$ cat config.mk
export PLATFORM = sky130hd
export DESIGN_NAME = cmd_dispatcher
export DESIGN_NICKNAME = d
export VERILOG_FILES = /design/src/rtl/cmd_dispatcher.sv
export SDC_FILE = /design/constraint.sdc
export NUM_CORES = 1
export LEC_CHECK = 0
export ABC_AREA = 1
export CORE_UTILIZATION = 35
export DETAILED_ROUTE_END_ITERATION = 7
export PLACE_DENSITY = 0.51
export SLEW_MARGIN = 20
export SYNTH_ARGS = -nofsm -noshare
export SYNTH_HDL_FRONTEND = slang
export SYNTH_SLANG_ARGS = --single-unit
$ cat constraint.sdc
create_clock -name clk -period 3.4 [get_ports clk]
set_input_delay 0.51 -clock clk [delete_from_list [all_inputs] [get_ports clk]]
set_output_delay 0.51 -clock clk [all_outputs]
set_load 0.05 [all_outputs]
$ cat src/rtl/cmd_dispatcher.sv
`default_nettype none
// ============================================================================
// Module   : cmd_dispatcher
// Purpose  : Validates incoming command codes, queues the valid ones in a
//            small FIFO and issues them one at a time through an IDLE/RUN
//            state machine with an optional RUN-state watchdog.
// Revision : 1.0 - initial release
// ============================================================================
module cmd_dispatcher #(
    parameter int DATA_W      = 8,
    parameter int OP_BASE     = 97,
    parameter int NUM_OPS     = 7,
    parameter int QUEUE_DEPTH = 4,
    parameter int TIMEOUT_CYC = 0
) (
    input  logic                             clk,
    input  logic                             rst_n,
    input  logic                             received,
    input  logic [DATA_W-1:0]                data_in,
    input  logic                             op_finished,
    input  logic                             flush,
    output logic [DATA_W-1:0]                op,
    output logic                             op_start,
    output logic                             busy,
    output logic [$clog2(QUEUE_DEPTH+1)-1:0] q_count,
    output logic                             cmd_error,
    output logic                             overflow,
    output logic                             timeout
);

    localparam int CNT_W = $clog2(QUEUE_DEPTH + 1);
    localparam int PTR_W = (QUEUE_DEPTH > 1) ? $clog2(QUEUE_DEPTH) : 1;

    // Valid code window, evaluated unsigned at the command width.
    localparam logic [DATA_W-1:0] c_OP_LO    = DATA_W'(OP_BASE);
    localparam logic [DATA_W-1:0] c_OP_HI    = DATA_W'(OP_BASE + NUM_OPS - 1);
    localparam logic [CNT_W-1:0]  c_DEPTH    = CNT_W'(QUEUE_DEPTH);
    localparam logic [CNT_W-1:0]  c_CNT_ONE  = CNT_W'(1);
    localparam logic [PTR_W-1:0]  c_PTR_ONE  = PTR_W'(1);
    localparam logic [PTR_W-1:0]  c_PTR_LAST = PTR_W'(QUEUE_DEPTH - 1);

    localparam logic [0:0] c_ST_IDLE = 1'b0;
    localparam logic [0:0] c_ST_RUN  = 1'b1;

    // ------------------------------------------------------------------
    // State and storage
    // ------------------------------------------------------------------
    logic [0:0]        state_q,     state_d;
    logic [DATA_W-1:0] op_q,        op_d;
    logic              op_start_q,  op_start_d;
    logic              cmd_error_q, cmd_error_d;
    logic              overflow_q,  overflow_d;
    logic              timeout_q,   timeout_d;
    logic [PTR_W-1:0]  rd_ptr_q,    rd_ptr_d;
    logic [PTR_W-1:0]  wr_ptr_q,    wr_ptr_d;
    logic [CNT_W-1:0]  count_q,     count_d;
    logic [DATA_W-1:0] mem_q [QUEUE_DEPTH];

    logic w_code_ok;
    logic w_full;
    logic w_pop;
    logic w_push_req;
    logic w_push;
    logic w_expire;

    // Pointer advance with wrap at the last FIFO slot (depth need not be 2^n).
    function automatic logic [PTR_W-1:0] ptr_inc(input logic [PTR_W-1:0] p);
        return (p == c_PTR_LAST) ? '0 : (p + c_PTR_ONE);
    endfunction

    // ------------------------------------------------------------------
    // Command classification and FIFO handshake
    // ------------------------------------------------------------------
    assign w_code_ok  = (data_in >= c_OP_LO) && (data_in <= c_OP_HI);
    assign w_full     = (count_q == c_DEPTH);
    // Pops only happen from IDLE, so the edge leaving RUN never pops.
    assign w_pop      = (state_q == c_ST_IDLE) && (count_q != '0) && !flush;
    assign w_push_req = received && w_code_ok && !flush;
    // A full queue still accepts a push when the head leaves on the same edge.
    assign w_push     = w_push_req && (!w_full || w_pop);

    // FIFO pointer and occupancy next-state; flush empties everything.
    always_comb begin
        rd_ptr_d = rd_ptr_q;
        wr_ptr_d = wr_ptr_q;
        count_d  = count_q;
        if (flush) begin
            rd_ptr_d = '0;
            wr_ptr_d = '0;
            count_d  = '0;
        end else begin
            if (w_pop) begin
                rd_ptr_d = ptr_inc(rd_ptr_q);
            end
            if (w_push) begin
                wr_ptr_d = ptr_inc(wr_ptr_q);
            end
            case ({w_push, w_pop})
                2'b10:   count_d = count_q + c_CNT_ONE;
                2'b01:   count_d = count_q - c_CNT_ONE;
                default: count_d = count_q;
            endcase
        end
    end

    // FIFO pointer and occupancy registers.
    always_ff @(posedge clk or negedge rst_n) begin
        if (!rst_n) begin
            rd_ptr_q <= '0;
            wr_ptr_q <= '0;
            count_q  <= '0;
        end else begin
            rd_ptr_q <= rd_ptr_d;
            wr_ptr_q <= wr_ptr_d;
            count_q  <= count_d;
        end
    end

    // FIFO storage; contents are qualified by the pointers so need no reset.
    always_ff @(posedge clk) begin
        if (w_push) begin
            mem_q[wr_ptr_q] <= data_in;
        end
    end

    // ------------------------------------------------------------------
    // RUN-state watchdog
    // ------------------------------------------------------------------
    generate
        if (TIMEOUT_CYC > 0) begin : g_wd
            localparam int WD_W = (TIMEOUT_CYC > 1) ? $clog2(TIMEOUT_CYC) : 1;
            localparam logic [WD_W-1:0] c_WD_LAST = WD_W'(TIMEOUT_CYC - 1);
            localparam logic [WD_W-1:0] c_WD_ONE  = WD_W'(1);

            logic [WD_W-1:0] wd_q, wd_d;

            // Count RUN edges; restart whenever RUN is (re)entered or left.
            always_comb begin
                wd_d = '0;
                if ((state_q == c_ST_RUN) && (state_d == c_ST_RUN)) begin
                    wd_d = wd_q + c_WD_ONE;
                end
            end

            // Watchdog counter register.
            always_ff @(posedge clk or negedge rst_n) begin
                if (!rst_n) begin
                    wd_q <= '0;
                end else begin
                    wd_q <= wd_d;
                end
            end

            assign w_expire = (state_q == c_ST_RUN) && (wd_q == c_WD_LAST);
        end else begin : g_no_wd
            assign w_expire = 1'b0;
        end
    endgenerate

    // ------------------------------------------------------------------
    // IDLE/RUN state machine
    // ------------------------------------------------------------------
    // State register.
    always_ff @(posedge clk or negedge rst_n) begin
        if (!rst_n) begin
            state_q <= c_ST_IDLE;
        end else begin
            state_q <= state_d;
        end
    end

    // Next-state logic.
    always_comb begin
        state_d = state_q;
        case (state_q)
            c_ST_IDLE: begin
                if (w_pop) begin
                    state_d = c_ST_RUN;
                end
            end
            c_ST_RUN: begin
                if (flush || op_finished || w_expire) begin
                    state_d = c_ST_IDLE;
                end
            end
            default: state_d = c_ST_IDLE;
        endcase
    end

    // Output next-values; op_finished wins over a watchdog expiry on the same edge.
    always_comb begin
        op_d        = op_q;
        op_start_d  = 1'b0;
        timeout_d   = 1'b0;
        cmd_error_d = received && !w_code_ok && !flush;
        overflow_d  = w_push_req && w_full && !w_pop;
        if (flush) begin
            op_d = '0;
        end else begin
            case (state_q)
                c_ST_IDLE: begin
                    if (w_pop) begin
                        op_d       = mem_q[rd_ptr_q];
                        op_start_d = 1'b1;
                    end
                end
                c_ST_RUN: begin
                    if (op_finished) begin
                        op_d = '0;
                    end else if (w_expire) begin
                        op_d      = '0;
                        timeout_d = 1'b1;
                    end
                end
                default: op_d = '0;
            endcase
        end
    end

    // Registered outputs.
    always_ff @(posedge clk or negedge rst_n) begin
        if (!rst_n) begin
            op_q        <= '0;
            op_start_q  <= 1'b0;
            cmd_error_q <= 1'b0;
            overflow_q  <= 1'b0;
            timeout_q   <= 1'b0;
        end else begin
            op_q        <= op_d;
            op_start_q  <= op_start_d;
            cmd_error_q <= cmd_error_d;
            overflow_q  <= overflow_d;
            timeout_q   <= timeout_d;
        end
    end

    assign op        = op_q;
    assign op_start  = op_start_q;
    assign busy      = (state_q == c_ST_RUN);
    assign q_count   = count_q;
    assign cmd_error = cmd_error_q;
    assign overflow  = overflow_q;
    assign timeout   = timeout_q;

endmodule
`default_nettype wire
==> run summary <==
dpl cells - 285
clock sinks - 51
simple-gate share of the synthesized area - 0.127
Ports - 29
area leader, netlist - edfxtp_1
clk slew on worst S/H paths - 0.09 ns
root buf cell - clkbuf_8
drt drc - 0
Slew @ Worst Pin - 0.853 ns
diodes inserted - 0
Post-synth EDFFs - 32
worst-skew pair later-pin latency - 0.30 ns
worst slack, placed - 0.852 ns
CP endpoint kind - register
DR vias/cell - 4.97
Sum Neg Setup Slack - 0 ns
pin count of the biggest net entering global routing - 20
Rows - 28
hpwl dp - 3110 um
RSZ-0062 raised after global routing - no
Die W - 80.5 um
crit path max-delay cell type - clkdlybuf4s50_1
Register Area - 1440 um^2
layout cell share with drive strength beyond 1 - 0.106
Max VDD drop - 409 uV
DRT Pass-1 Iters - 4
Synth Flop Type - edfxtp_1
initial antenna violation count - 0
required time worst endpoint - 3.64 ns
Layout area overhead - 22.4%
Synth Instances - 183
first-pass GRT wire length - 6970 um
CP Launch Type - input port
fill count - 545
mux cell area share after synthesis - 0
DR WL/cell - 14.8 um
f_max - 0.446 GHz
Initial Utilization - 0.365
CTS max path bufs - 2
Slew Limit Headroom - 0.430
min Tclk post-route - 2.24 ns
Post-CTS Repair Setup Buffers - 0
post-CTS sizing - 0
Post-Route WL - 4350 um
Pleak - 1.03 nW
post-synthesis adder-cell area fraction - 0.0383
hold-fix buffer count after cts - 0
main combinational cell family by area after synthesis - simple AND/OR/NAND/NOR gates
clk_skew - 0.00532 ns
core box area - 5920 um^2
antenna viol nets, final - 0
Compound-Gate Fraction of Synth Area - 0.118
hold crit path type - reg2reg
Hold Vio Cnt, Final - 0
routability cong. - 0.873
most common library cells after synthesis - edfxtp_1 (32), nor2_1 (31), dfrtp_1 (19), o21ai_0 (19), inv_1 (18)
crit path max fanout - 6
Post-Layout Cell Count - 293
syn_nets - 202
Synth top area share - 0.445
power density over cell area - 787 nW/um^2
CP top delay family - buffers and inverters
top cells by area, synth - edfxtp_1 (45%), dfrtp_1 (22%), nor2_1 (5.4%)
outcome - completed
Synthesis Warnings - 0
post-route cell area - 2640 um^2
Critical Path, Cell by Cell - clkdlybuf4s50_1 -> inv_2 -> nand2_2 -> nor2_2 -> nand2_2 -> fa_1 -> xor2_1 -> nand3_1 -> a21oi_1 -> nand2_1 -> nand2_1
flops & latches, synth - 51
Post-Synthesis Cell Area - 2160 um^2
Hold Slack - 0.503 ns
Buffers on Ports - 27
Synth Area in XOR/XNOR - 0.00406
kind of critical path - in2reg
Post-layout nets - 236
Worst Path Buf+Inv - 2
Die ar. - 6480 um^2
max_cap viols - 0
register area share after synthesis - 0.666
final setup fails - 0
WP data arrival - 2.49 ns
GR Util All Layers - 0.150
most frequent cell after synthesis - edfxtp_1
First DRT Iteration DRCs - 81
placement-stage cell area - 2530 um^2
leftover overflow at the end of global routing - 0
Final Max Tran Viols - 0
syn_area_per_cell - 11.8 um^2
die span in y - 80.5 um
Netlist cell types - 28
final worst setup slack - 1.16 ns
final period utilization - 0.660
CTS tree - built
Via Count - 1455
vias in the first global route - 1361
H-tree Lvls - 2
critical path's largest stage delay - 0.52 ns
total CTS buffers - 5
Synth async-reset ratio - 0.373
area occupied by multi-input gates - 623 um^2
path summary, 6_finish.rpt:
| kind | start | endpoint | slack (ns) | cells after the start |
|---|---|---|---|---|
| min in group asynchronous | rst_n | op[4] | 0.69 | 1 |
| hold reg to reg | op[7] | op[7] | 0.50 | 1 |
| hold / removal | op[7] | op[7] | 0.50 | 1 |
| max in group asynchronous | rst_n | wr_ptr_q[0] | 2.19 | 1 |
| setup reg to reg | rd_ptr_q[0] | op[6] | 1.51 | 4 |
| setup / recovery | flush | q_count[2] | 1.16 | 11 |
power by group:
| group | switching, mW | internal (mW) |
|---|---|---|
| sequential | 0.0987 | 0.742 |
| combinational | 0.537 | 0.284 |
| clock | 0.198 | 0.220 |
routing by layer:
layer  wire, um  vias to the layer above  track usage
met5          0                        -            0
met4         80                        0       0.0696
met3        266                       10       0.0398
met2       2120                       45        0.235
met1       1890                      699        0.192
li1           -                      701            -
cell type report:
class                   instances  share of cell area
clock inverters                 2              0.0142
repair buffers                 32               0.116
flip-flops and latches         51               0.544
clock buffers                   6              0.0275
well taps                      75              0.0355
inverters                      19              0.0270
multi-input cells             108               0.236
metrics by stage:
step                      power, mW   util
after floorplan                1.41      -
after global placement         1.67  0.428
after detailed placement       1.68  0.428
after CTS                      2.10  0.446
after global routing           2.19  0.446
final                          2.08  0.446
state kept, by name, indices dropped and copies added, names as in the netlist:
name and count:
cmd_error 1, wr_ptr_q 2, overflow 1, q_count 3, mem_q 32, op 8, rd_ptr_q 2, busy 1
op_start 1
cells in the final DEF (no fill, tap or decap), types with 4 or more instances in the layout:
master	n
o21ai_0	19
clkbuf_8	5
nor2_1	31
a22o_1	8
nand2_2	4
dfrtp_1	19
ha_1	5
o22ai_1	8
clkdlybuf4s50_1	27
nand3_1	5
edfxtp_1	32
inv_1	18
nand2_1	12
buf_4	5
logic make-up after synthesis:
group / count (synthesis)
AO/OA/AOI/OAI: 41
buffers and inverters: 24
XOR/XNOR: 1
other: 1
AND/OR/NAND/NOR: 59
adder cells (fa/ha/maj): 6
flip-flops: 51
(Power assumes the default switching activity.)
